$ cat src/rtl/led_sequencer.sv
// Multi-channel LED pattern engine: each channel picks a timebase tap and divider
// and runs OFF / ON / BLINK / FLASH, configured through a valid/ready write port.
//
//   mode       | meaning
//   -----------+-----------------------------------------------------------
//   MODE_OFF   | led low, ticks ignored, cnt held at 0
//   MODE_ON    | led high, ticks ignored, cnt held at 0
//   MODE_BLINK | led toggles every div ticks, high phase first
//   MODE_FLASH | led high and busy until div ticks elapse, then drops to OFF
module led_sequencer #(
   parameter int NCH   = 3,
   parameter int NTAPS = 6,
   parameter int DIV_W = 8,
   localparam int CH_W  = (NCH > 1) ? $clog2(NCH) : 1,
   localparam int TAP_W = (NTAPS > 1) ? $clog2(NTAPS) : 1
) (
   input  logic             clk,
   input  logic             rst,
   input  logic [NTAPS-1:0] taps,
   input  logic             sync,
   input  logic             cfg_valid,
   output logic             cfg_ready,
   input  logic [CH_W-1:0]  cfg_ch,
   input  logic [1:0]       cfg_mode,
   input  logic [TAP_W-1:0] cfg_tap,
   input  logic [DIV_W-1:0] cfg_div,
   output logic             cfg_err,
   output logic [NCH-1:0]   led_out,
   output logic [NCH-1:0]   busy
);

   typedef enum logic [1:0] {
      MODE_OFF   = 2'd0,
      MODE_ON    = 2'd1,
      MODE_BLINK = 2'd2,
      MODE_FLASH = 2'd3
   } mode_t;

   mode_t            mode_q [NCH];
   mode_t            mode_d [NCH];
   logic [TAP_W-1:0] tap_q  [NCH];
   logic [TAP_W-1:0] tap_d  [NCH];
   logic [DIV_W-1:0] div_q  [NCH];
   logic [DIV_W-1:0] div_d  [NCH];
   logic [DIV_W-1:0] cnt_q  [NCH];
   logic [DIV_W-1:0] cnt_d  [NCH];
   logic [NCH-1:0]   led_q, led_d;
   logic [NCH-1:0]   busy_q, busy_d;
   logic [NCH-1:0]   tick;
   logic             ready_q;
   logic             err_q, err_d;
   logic             accept;
   logic             ch_ok;
   mode_t            cfg_mode_t;
   logic [TAP_W-1:0] tap_clamped;
   logic [DIV_W-1:0] div_clamped;

   assign accept      = cfg_valid & ready_q;
   assign ch_ok       = ({1'b0, cfg_ch} < (CH_W + 1)'(NCH));
   assign cfg_mode_t  = mode_t'(cfg_mode);
   // Compare one bit wider so a power-of-two NTAPS does not truncate to zero.
   assign tap_clamped = ({1'b0, cfg_tap} >= (TAP_W + 1)'(NTAPS)) ? TAP_W'(NTAPS - 1) : cfg_tap;
   assign div_clamped = (cfg_div == '0) ? DIV_W'(1) : cfg_div;

   assign cfg_ready = ready_q;
   assign cfg_err   = err_q;
   assign led_out   = led_q;
   assign busy      = busy_q;

   always_comb begin
      tick = '0;
      for (int i = 0; i < NCH; i++) begin
         tick[i] = taps[tap_q[i]];
      end
   end

   // Priority per channel: config write, then sync, then tick.
   always_comb begin
      err_d  = accept & ~ch_ok;
      led_d  = led_q;
      busy_d = busy_q;
      for (int i = 0; i < NCH; i++) begin
         mode_d[i] = mode_q[i];
         tap_d[i]  = tap_q[i];
         div_d[i]  = div_q[i];
         cnt_d[i]  = cnt_q[i];
         if (accept && ch_ok && (cfg_ch == CH_W'(i))) begin
            mode_d[i] = cfg_mode_t;
            tap_d[i]  = tap_clamped;
            div_d[i]  = div_clamped;
            cnt_d[i]  = '0;
            led_d[i]  = (cfg_mode_t != MODE_OFF);
            busy_d[i] = (cfg_mode_t == MODE_FLASH);
         end else if (sync) begin
            cnt_d[i] = '0;
            if (mode_q[i] == MODE_BLINK) begin
               led_d[i] = 1'b1;
            end
         end else if (tick[i] && ((mode_q[i] == MODE_BLINK) || (mode_q[i] == MODE_FLASH))) begin
            if (cnt_q[i] == (div_q[i] - DIV_W'(1))) begin
               cnt_d[i] = '0;
               if (mode_q[i] == MODE_BLINK) begin
                  led_d[i] = ~led_q[i];
               end else begin
                  led_d[i]  = 1'b0;
                  busy_d[i] = 1'b0;
                  mode_d[i] = MODE_OFF;
               end
            end else begin
               cnt_d[i] = cnt_q[i] + DIV_W'(1);
            end
         end
      end
   end

   always_ff @(posedge clk) begin
      if (rst) begin
         ready_q <= 1'b0;
         err_q   <= 1'b0;
         led_q   <= '0;
         busy_q  <= '0;
         for (int i = 0; i < NCH; i++) begin
            mode_q[i] <= MODE_OFF;
            tap_q[i]  <= '0;
            div_q[i]  <= DIV_W'(1);
            cnt_q[i]  <= '0;
         end
      end else begin
         ready_q <= 1'b1;
         err_q   <= err_d;
         led_q   <= led_d;
         busy_q  <= busy_d;
         for (int i = 0; i < NCH; i++) begin
            mode_q[i] <= mode_d[i];
            tap_q[i]  <= tap_d[i];
            div_q[i]  <= div_d[i];
            cnt_q[i]  <= cnt_d[i];
         end
      end
   end

endmodule

$ cat config.mk
export PLATFORM = sky130hd
export DESIGN_NAME = led_sequencer
export DESIGN_NICKNAME = d
export VERILOG_FILES = /design/src/rtl/led_sequencer.sv
export SDC_FILE = /design/constraint.sdc
export NUM_CORES = 1
export LEC_CHECK = 0
export ABC_CLOCK_PERIOD_IN_PS = 3100
export CAP_MARGIN = 20
export CORE_MARGIN = 1.5
export CORE_UTILIZATION = 51
export DETAILED_ROUTE_END_ITERATION = 12
export PLACE_DENSITY = 0.72
export SYNTH_ARGS = -nofsm -noshare
export SYNTH_HDL_FRONTEND = slang
export SYNTH_SLANG_ARGS = --single-unit
$ cat constraint.sdc
create_clock -name clk -period 3.1 [get_ports clk]
set_clock_uncertainty 0.2 [all_clocks]
set_input_delay 0.465 -clock clk [delete_from_list [all_inputs] [get_ports clk]]
set_output_delay 0.465 -clock clk [all_outputs]
set_load 0.05 [all_outputs]
# Word level (Yosys, flattened, before mapping)
# Memory sizes are Yosys's and may differ from the RTL's.
# Cells that the tools add are included.
dict set report classes {
  eq_ne 21
  reduce_logical 31
  magnitude_cmp 5
  addsub 6
  muxes 89
  bitwise 18
}
# operator n
set ops {}
lappend ops {{$mux 8} 22}
lappend ops {{$mux 1} 39}
lappend ops {{$mux 2} 18}
lappend ops {{$add 8x1->8 const B} 3}
lappend ops {{$eq 8x8->1} 3}
lappend ops {{$sub 8x1->8 const B} 3}
lappend ops {{$mux 3} 7}
lappend ops {{$reduce_bool 3->1} 6}
lappend ops {{$eq 2x2->1 const B} 8}
lappend ops {{$reduce_bool 2->1} 7}
lappend ops {{$lt 3x4->1 const B} 3}
lappend ops {{$or 1x1->1} 12}
lappend ops {{$reduce_and 4->1} 3}
lappend ops {{$bmux 1 s3} 3}
lappend ops {{$ne 3x1->1 const B} 3}
lappend ops {{$reduce_and 3->1} 3}
lappend ops {{$logic_not 8->1} 1}
lappend ops {{$logic_and 1x1->1} 7}
lappend ops {{$ne 2x1->1 const B} 3}
lappend ops {{$ne 2x2->1 const B} 3}
lappend ops {{$not 1->1} 4}
lappend ops {{$ge 3x3->1 const B} 1}
lappend ops {{$logic_or 1x1->1} 3}
lappend ops {{$and 1x1->1} 2}
lappend ops {{3 further kinds} 3}
dict set report totals {
  memories 4
  input_bits 25
  mem_bits_rw 63
  register_bits 8
}
# memory words word_bits rd rd_clocked_by_memory_dff wr line_no
set memory_table {}
lappend memory_table {cnt_q 3 8 3 0 3 45} ;# logic [DIV_W-1:0] cnt_q [NCH];
lappend memory_table {div_q 3 8 3 0 3 43} ;# logic [DIV_W-1:0] div_q [NCH];
lappend memory_table {tap_q 3 3 3 0 3 41} ;# logic [TAP_W-1:0] tap_q [NCH];
lappend memory_table {mode_q 3 2 3 0 3 39} ;# mode_t mode_q [NCH];

# Logic depth before layout (Yosys ltp)
# Gate-level depths: netlist (run 1).
dict set report depth {
  depth_word 7
  depth_mapped 9
  mapped_depth_nobuf 9
}

# Worst setup path after synthesis (run 1)
# Ideal clock, no wire load.
dict set report synth_timing {
  path_type {reg2reg}
  startpoint {memory div_q[2][0] (netlist: div_q[0][16])}
  endpoint {register led_q[2] (netlist: led_out[2])}
  stages_incl_launch_ff 10
  arrival_ns 2.153
  setup_time_ns 0.067
  period_less_slack_ns 2.420
  slack_ns 0.680
  required_ns 2.833
  path_buffers 0
  path_cell_list {dfxtp_1 inv_1 ha_1 or3b_4 nor2_1 nand2_1 a2111oi_4 nand3b_2 a221o_1 a21oi_2}
}
# item line_no
set synth_rtl {}
lappend synth_rtl {{start: declaration} 43}
lappend synth_rtl {{end signal: assignment} 131} ;# led_q <= led_d;
lappend synth_rtl {{end: declaration} 47} ;# logic [NCH-1:0] led_q, led_d;

==> results.cfg, run 1 <==
[yosys]
synth_cells = 451
synth_flop_cell = dfxtp_1
ys_seq_area_share_pct = 38.5
avgSynthCellArea_sq_um = 8.20
synth-async-reset-ratio_pct = 0
synth-edff-count = 0
ys_ff_latch = 71
syn-num-nets = 482
yosysWarnings = 0
yosysUniqueCellTypes = 59
netlist_area_sq_um = 3700

[worst_hold_path]
min_path_cells = 2
min_to = mode_q[0][2]
min_from = mode_q[0][2]
worstHoldPathType = flip-flop to flip-flop

[die]
ios = 33
die_y_um = 88.1
start_util_pct = 53.5
die_w_um = 88.1
dieArea_sq_um = 7770
std_cell_rows = 30
core-area_sq_um = 6910

[grt]
grt_pass1_vias = 2960
grt_max_degree = 25
overflow = 0
grt_use_total_pct = 22.8
grt_pass1_wl_mm = 13.8
antenna_found_initial = 0

[sta]
drv_slew = 0
timing.final.crit_share_pct = 84.5
relSlewSlack_pct = 62.9
fin_crit_ps = 2620
clock.fmax_mhz = 382
finalSetupViolCount = 0
tightest_slew_ps = 557
rsz0062_at_grt = false
timing.final.ws_setup_ps = 481
finalSetupTns_ps = 0
hold_viol_final = 0

[placement]
dp_hpwl_mm = 6.27
dp_slack_ps = 294
place.gp.congestion = 0.836
port_buffers = 32

[clocking]
cts_root_buf = clkbuf_8
cts_buffers = 9
hold_buffers = 0
clk_latency_ps = 340
ctsResizeCount = 0
htreeDepth = 3
cts_buffer_depth = 2
cts.clk_slew.worst_paths_ps = 80
cts_tree = done
post_cts_buffers = 0
cts_sinks = 71

[critical_path]
slowest_delay_ps = 410
r2r_cells = 9
critPathSlowestCell = nor3b_1
critPathArrivalTime_ps = 2620
start_kind = flip-flop
r2r-end = busy[0]
rrSetupSlack_ps = 480
cp_top_family = simple AND/OR/NAND/NOR gates
cp_max_fo = 5
critPathRequiredTime_ps = 3100
cp-end-kind = flip-flop
crit_buf_inv = 1
crit_chain = inv_1 > ha_1 > nor3b_1 > o21ai_0 > a2bb2oi_1 > nor4_1 > nand3b_1 > nor2_1 > o22ai_1
worst_r2r_startpoint = div_q[0][0]
worst-setup-path-type = flip-flop to flip-flop

[power_and_ir_drop]
p_sw_mw = 0.469
vdd_drop_max_uv = 261
p_leak_nw = 1.49
power.internal_mw = 1.36
powerDensity_nw_per_um2 = 423
pwr-share-seq_pct = 52.1
switching_share_pct = 25.7
p_clk_share_pct = 36.6
p_total_mw = 1.82
combPwrFrac_pct = 11.3

[finish]
final_util_pct = 62.4
area.growth.synth_to_final_pct = 16.7
drive_gt1_share_pct = 7.54
fillers = 631
num_antenna_cells = 0
nNetsFinal = 517

[drt]
vias = 3225
wirelength_mm = 8.23
drt.antenna.violating_nets = 0
routedWlPerCell_um = 14.0
vias_per_cell = 5.49
drc = 0
first_iter_violations = 176
dr.pass1.iters = 4

[status]
status = completed

[run]
max_cap_viol_count = 0
[sequential cells by signal, indices dropped and copies added, names as in the netlist]
register   flops
div_q         24
mode_q         6
cfg_err        1
cnt_q         24
led_out        3
busy           3
cfg_ready      1
tap_q          9
[cell usage after synthesis (all sizes together) (2+ instances only)]
| cell | n | area (sq um) |
|---|---|---|
| nand2 | 79 | 297 |
| dfxtp | 71 | 1420 |
| nor2 | 47 | 176 |
| a21oi | 38 | 194 |
| xnor2 | 31 | 272 |
| nand3 | 23 | 120 |
| xor2 | 16 | 140 |
| clkbuf | 13 | 48.8 |
| inv | 13 | 48.8 |
| o21ai | 10 | 53.8 |
| nor3 | 9 | 56.3 |
| and3 | 7 | 43.8 |
| o211ai | 7 | 52.6 |
| ha | 6 | 75.1 |
| mux2i | 6 | 60.1 |
| nor2b | 6 | 37.5 |
| nor4 | 6 | 37.5 |
| nand3b | 5 | 41.3 |
| a211oi | 4 | 30.0 |
| a31oi | 4 | 25.0 |
| and2 | 4 | 25.0 |
| and4 | 4 | 35.0 |
| buf | 3 | 12.5 |
| mux4 | 3 | 67.6 |
| nand4 | 3 | 18.8 |
| nor3b | 3 | 22.5 |
| nor4b | 3 | 38.8 |
| a211o | 2 | 17.5 |
| o22ai | 2 | 12.5 |
[cells in the final DEF (no fill, tap or decap), types with 6 or more instances in the layout]
master and n:
a21oi_1 37, and3_1 7, buf_4 8, clkbuf_8 11, clkdlybuf4s50_1 32, dfxtp_1 71
ha_1 6, inv_1 13, mux2i_1 6, nand2_1 79, nand3_1 22, nor2_1 47
nor2b_1 6, nor3_1 8, nor4_1 6, o211ai_1 7, o21ai_0 9, xnor2_1 31
xor2_1 16
[area by class of cell]
class                           count  area (sq um)  area share, %
Clock buffer                       13           159           3.69
Multi-Input combinational cell    351          2160           50.2
Timing Repair Buffer               40           380           8.82
Inverter                           13          48.8           1.13
Tap cell                           96           120           2.79
Sequential cell                    71          1420           33.0
Clock inverter                      3          17.5          0.406
[power groups by stage]
stage	Combinational, mW	Sequential [mW]	Clock, mW
CTS	0.207	0.950	0.684
detailed placement	0.207	0.971	0
floorplan	0.114	0.979	0
finish	0.207	0.950	0.668
global placement	0.202	0.971	0
global route	0.225	0.952	0.722
[worst max-delay path by stage]
stage,start,end,slack [ps],cells past startpoint
6_report,div_q[0][0],busy[0],480,9
3_3_place_gp,taps[3],cnt_q[0][22],360,8
4_1_cts,div_q[0][16],led_out[2],500,9
3_5_place_dp,taps[3],cnt_q[0][16],290,8
2_1_floorplan,div_q[0][16],led_out[2],680,9
5_1_grt,div_q[0][0],busy[0],200,9
[worst min-delay path, stage by stage, from the launching register on]
cell and delay, ps:
dfxtp_1 310, nand3_1 50, o21ai_0 60
[metrics by stage]
stage	hold WS [ps]	instances	cell area, sq um
3_3_place_gp	253	571	4140
6_report	265	587	4310
2_1_floorplan	240	451	3700
4_1_cts	268	587	4310
5_1_grt	287	587	4310
3_5_place_dp	255	571	4140
[metal layers]
| metal | vias to the layer above | global-route usage, % | share of wire, % |
|---|---|---|---|
| met5 | - | 0 | 0 |
| li1 | 1640 | - | - |
| met1 | 1525 | 29.8 | 48 |
| met4 | 0 | 6.39 | 0.72 |
| met3 | 5 | 5.28 | 4.1 |
| met2 | 55 | 37.8 | 47 |
[cell families after synthesis]
group,after synthesis,share of synthesized area [%]
AO/OA/AOI/OAI,80,14.0
XOR/XNOR,47,11.1
adder cells (fa/ha/maj),6,2.03
buffers and inverters,29,2.98
flip-flops,71,38.5
multiplexers,9,3.45
AND/OR/NAND/NOR,209,27.9
(Power assumes the default switching activity.)
==> run 2: changes to the inputs <==
Settings changed: ABC_CLOCK_PERIOD_IN_PS 3100 to 2300, PLACE_DENSITY 0.72 to 0.75.
Clock period 3.1 ns to 2.3 ns, I/O delays scaled along.
==> run 2 against run 1 <==
Compared with the run above:
- the run now ends with negative setup slack left
- hold slack better by 11 ps
- wire length grew 10%
- clock power grew 50%
- sequential share of layout area decreased by 3.1 points
- clock-buffer cell count is 2 lower
- largest cell class unchanged
- global-route usage increased by 1.0 points
- first-iteration DRC count decreased by 4.0%
- combinational power grew 65%
- register-to-register slack got worse by 510 ps
==> results.cfg, run 2 (synthesis results as in run 1) <==
[status]
status = finished, violations left
failed_checks = negative setup slack

[placement]
placed_cells = 601
dp_slack_ps = -320
port_buffers = 32
place.gp.congestion = 0.901
dp_hpwl_mm = 6.62

[die]
ios = 33
core-area_sq_um = 6910
die_y_um = 88.1
die_w_um = 88.1
std_cell_rows = 30
start_util_pct = 53.5
dieArea_sq_um = 7770

[power_and_ir_drop]
pwr-share-seq_pct = 48.7
p_sw_mw = 0.681
p_leak_nw = 1.68
vdd_drop_max_uv = 478
p_total_mw = 2.62
powerDensity_nw_per_um2 = 546
p_clk_share_pct = 38.3
power.internal_mw = 1.94
switching_share_pct = 26.0
combPwrFrac_pct = 13.0

[drt]
vias_per_cell = 5.54
routedWlPerCell_um = 14.7
wirelength_mm = 9.08
dr.pass1.iters = 5
drc = 0
drt.antenna.violating_nets = 0
vias = 3433
first_iter_violations = 169

[finish]
final_common_cell = nand2_1
nNetsFinal = 550
final_cell_mix = nand2_1 (79), dfxtp_1 (65), nor2_1 (44), buf_4 (40), a21oi_1 (36)
final_cell_count_no_fill = 620
num_antenna_cells = 0
area.growth.synth_to_final_pct = 29.9
reg_top3 = cnt_q (24), div_q (24), tap_q (9)
drive_gt1_share_pct = 19.5

[grt]
grt_use_total_pct = 23.8
grt_pass1_wl_mm = 14.4
antenna_found_initial = 0
overflow = 0
grt_pass1_vias = 3137
grt_max_degree = 23

[critical_path]
cp_max_fo = 5
cp-end-kind = flip-flop
critPathArrivalTime_ps = 2450
r2r_cells = 9
start_kind = input pin
critPathRequiredTime_ps = 2380
worst-setup-path-type = input pin to flip-flop

[clocking]
cts_root_buf = clkbuf_8
cts.clk_slew.worst_paths_ps = 70
cts_sinks = 71
cts_tree = done
hold_buffers = 0
cts_buffers = 9
htreeDepth = 3
cts_buffer_depth = 2
clk_latency_ps = 350

[sta]
relSlewSlack_pct = 66.5
timing.final.crit_share_pct = 103
drv_slew = 0
timing.final.ws_setup_ps = -68.5
holdWs_ps = 276
tightest_slew_ps = 501
fin_crit_ps = 2370
rsz0062_at_grt = true
finalSetupViolCount = 1
clock.fmax_mhz = 422
hold_viol_final = 0

[worst_hold_path]
min_path_cells = 2
worstHoldPathType = flip-flop to flip-flop

[run]
max_cap_viol_count = 0
run 2: changes by cell type in the layout (fill, tap and decap cells not counted), sizes merged:
cell	previous run	this run
bufinv	0	1
clkinv	2	1
clkbuf	13	11
buf	8	41
clkinvlp	1	3
run 2: metal layers:
metal,vias to the layer above,track usage (%),share of wire (%)
met3,21,6.03,5.8
met5,-,0,0
met1,1601,29.8,42
met2,110,40.2,50
met4,0,7.53,1.9
li1,1701,-,-
run 2: timing repair:
item                       CTS  global route
gates cloned                 0             0
pin swaps                    5            19
setup endpoints to repair   33            35
buffers inserted             1             2
resized for setup            6            37
run 2: area by class of cell:
| cell class | instances | area (sq um) |
|---|---|---|
| clock inverters | 5 | 57.6 |
| fillers | 558 | 2110 |
| well taps | 96 | 120 |
| multi-input cells | 351 | 2370 |
| flip-flops and latches | 71 | 1430 |
| repair buffers | 73 | 632 |
| clock buffers | 11 | 141 |
| inverters | 13 | 48.8 |
run 2: through the flow:
stage / setup TNS (ps) / area [sq um] / util [%]
finish: -68.5 / 4800 / 69.5
floorplan: -31.2 / 3730 / -
global placement: -5720 / 4390 / 63.6
CTS: -36.6 / 4630 / 67.0
detailed placement: -6940 / 4390 / 63.6
global route: -985 / 4800 / 69.5
run 2: power groups by stage:
| stage | clock network, mW | registers, mW | logic (mW) |
|---|---|---|---|
| after floorplan | 0 | 1.32 | 0.157 |
| after global placement | 0 | 1.30 | 0.306 |
| after detailed placement | 0 | 1.30 | 0.310 |
| after CTS | 1.02 | 1.28 | 0.316 |
| after global routing | 1.07 | 1.28 | 0.369 |
| final | 1.00 | 1.28 | 0.341 |
run 2: final timing paths:
path / from / to / slack [ps]
worst max-delay path: taps[5] / led_out[2] / -70
worst min-delay path: tap_q[0][8] / tap_q[0][8] / 280
worst max register to register: div_q[0][17] / led_out[2] / -30
worst min register to register: tap_q[0][8] / tap_q[0][8] / 280
run 2: critical path, cell delays in order:
cell	delay [ps]
clkdlybuf4s50_1	520
mux2i_1	100
nor3b_1	380
o21ai_4	130
a2111oi_4	420
nand3b_4	130
a221o_1	320
a21oi_2	100
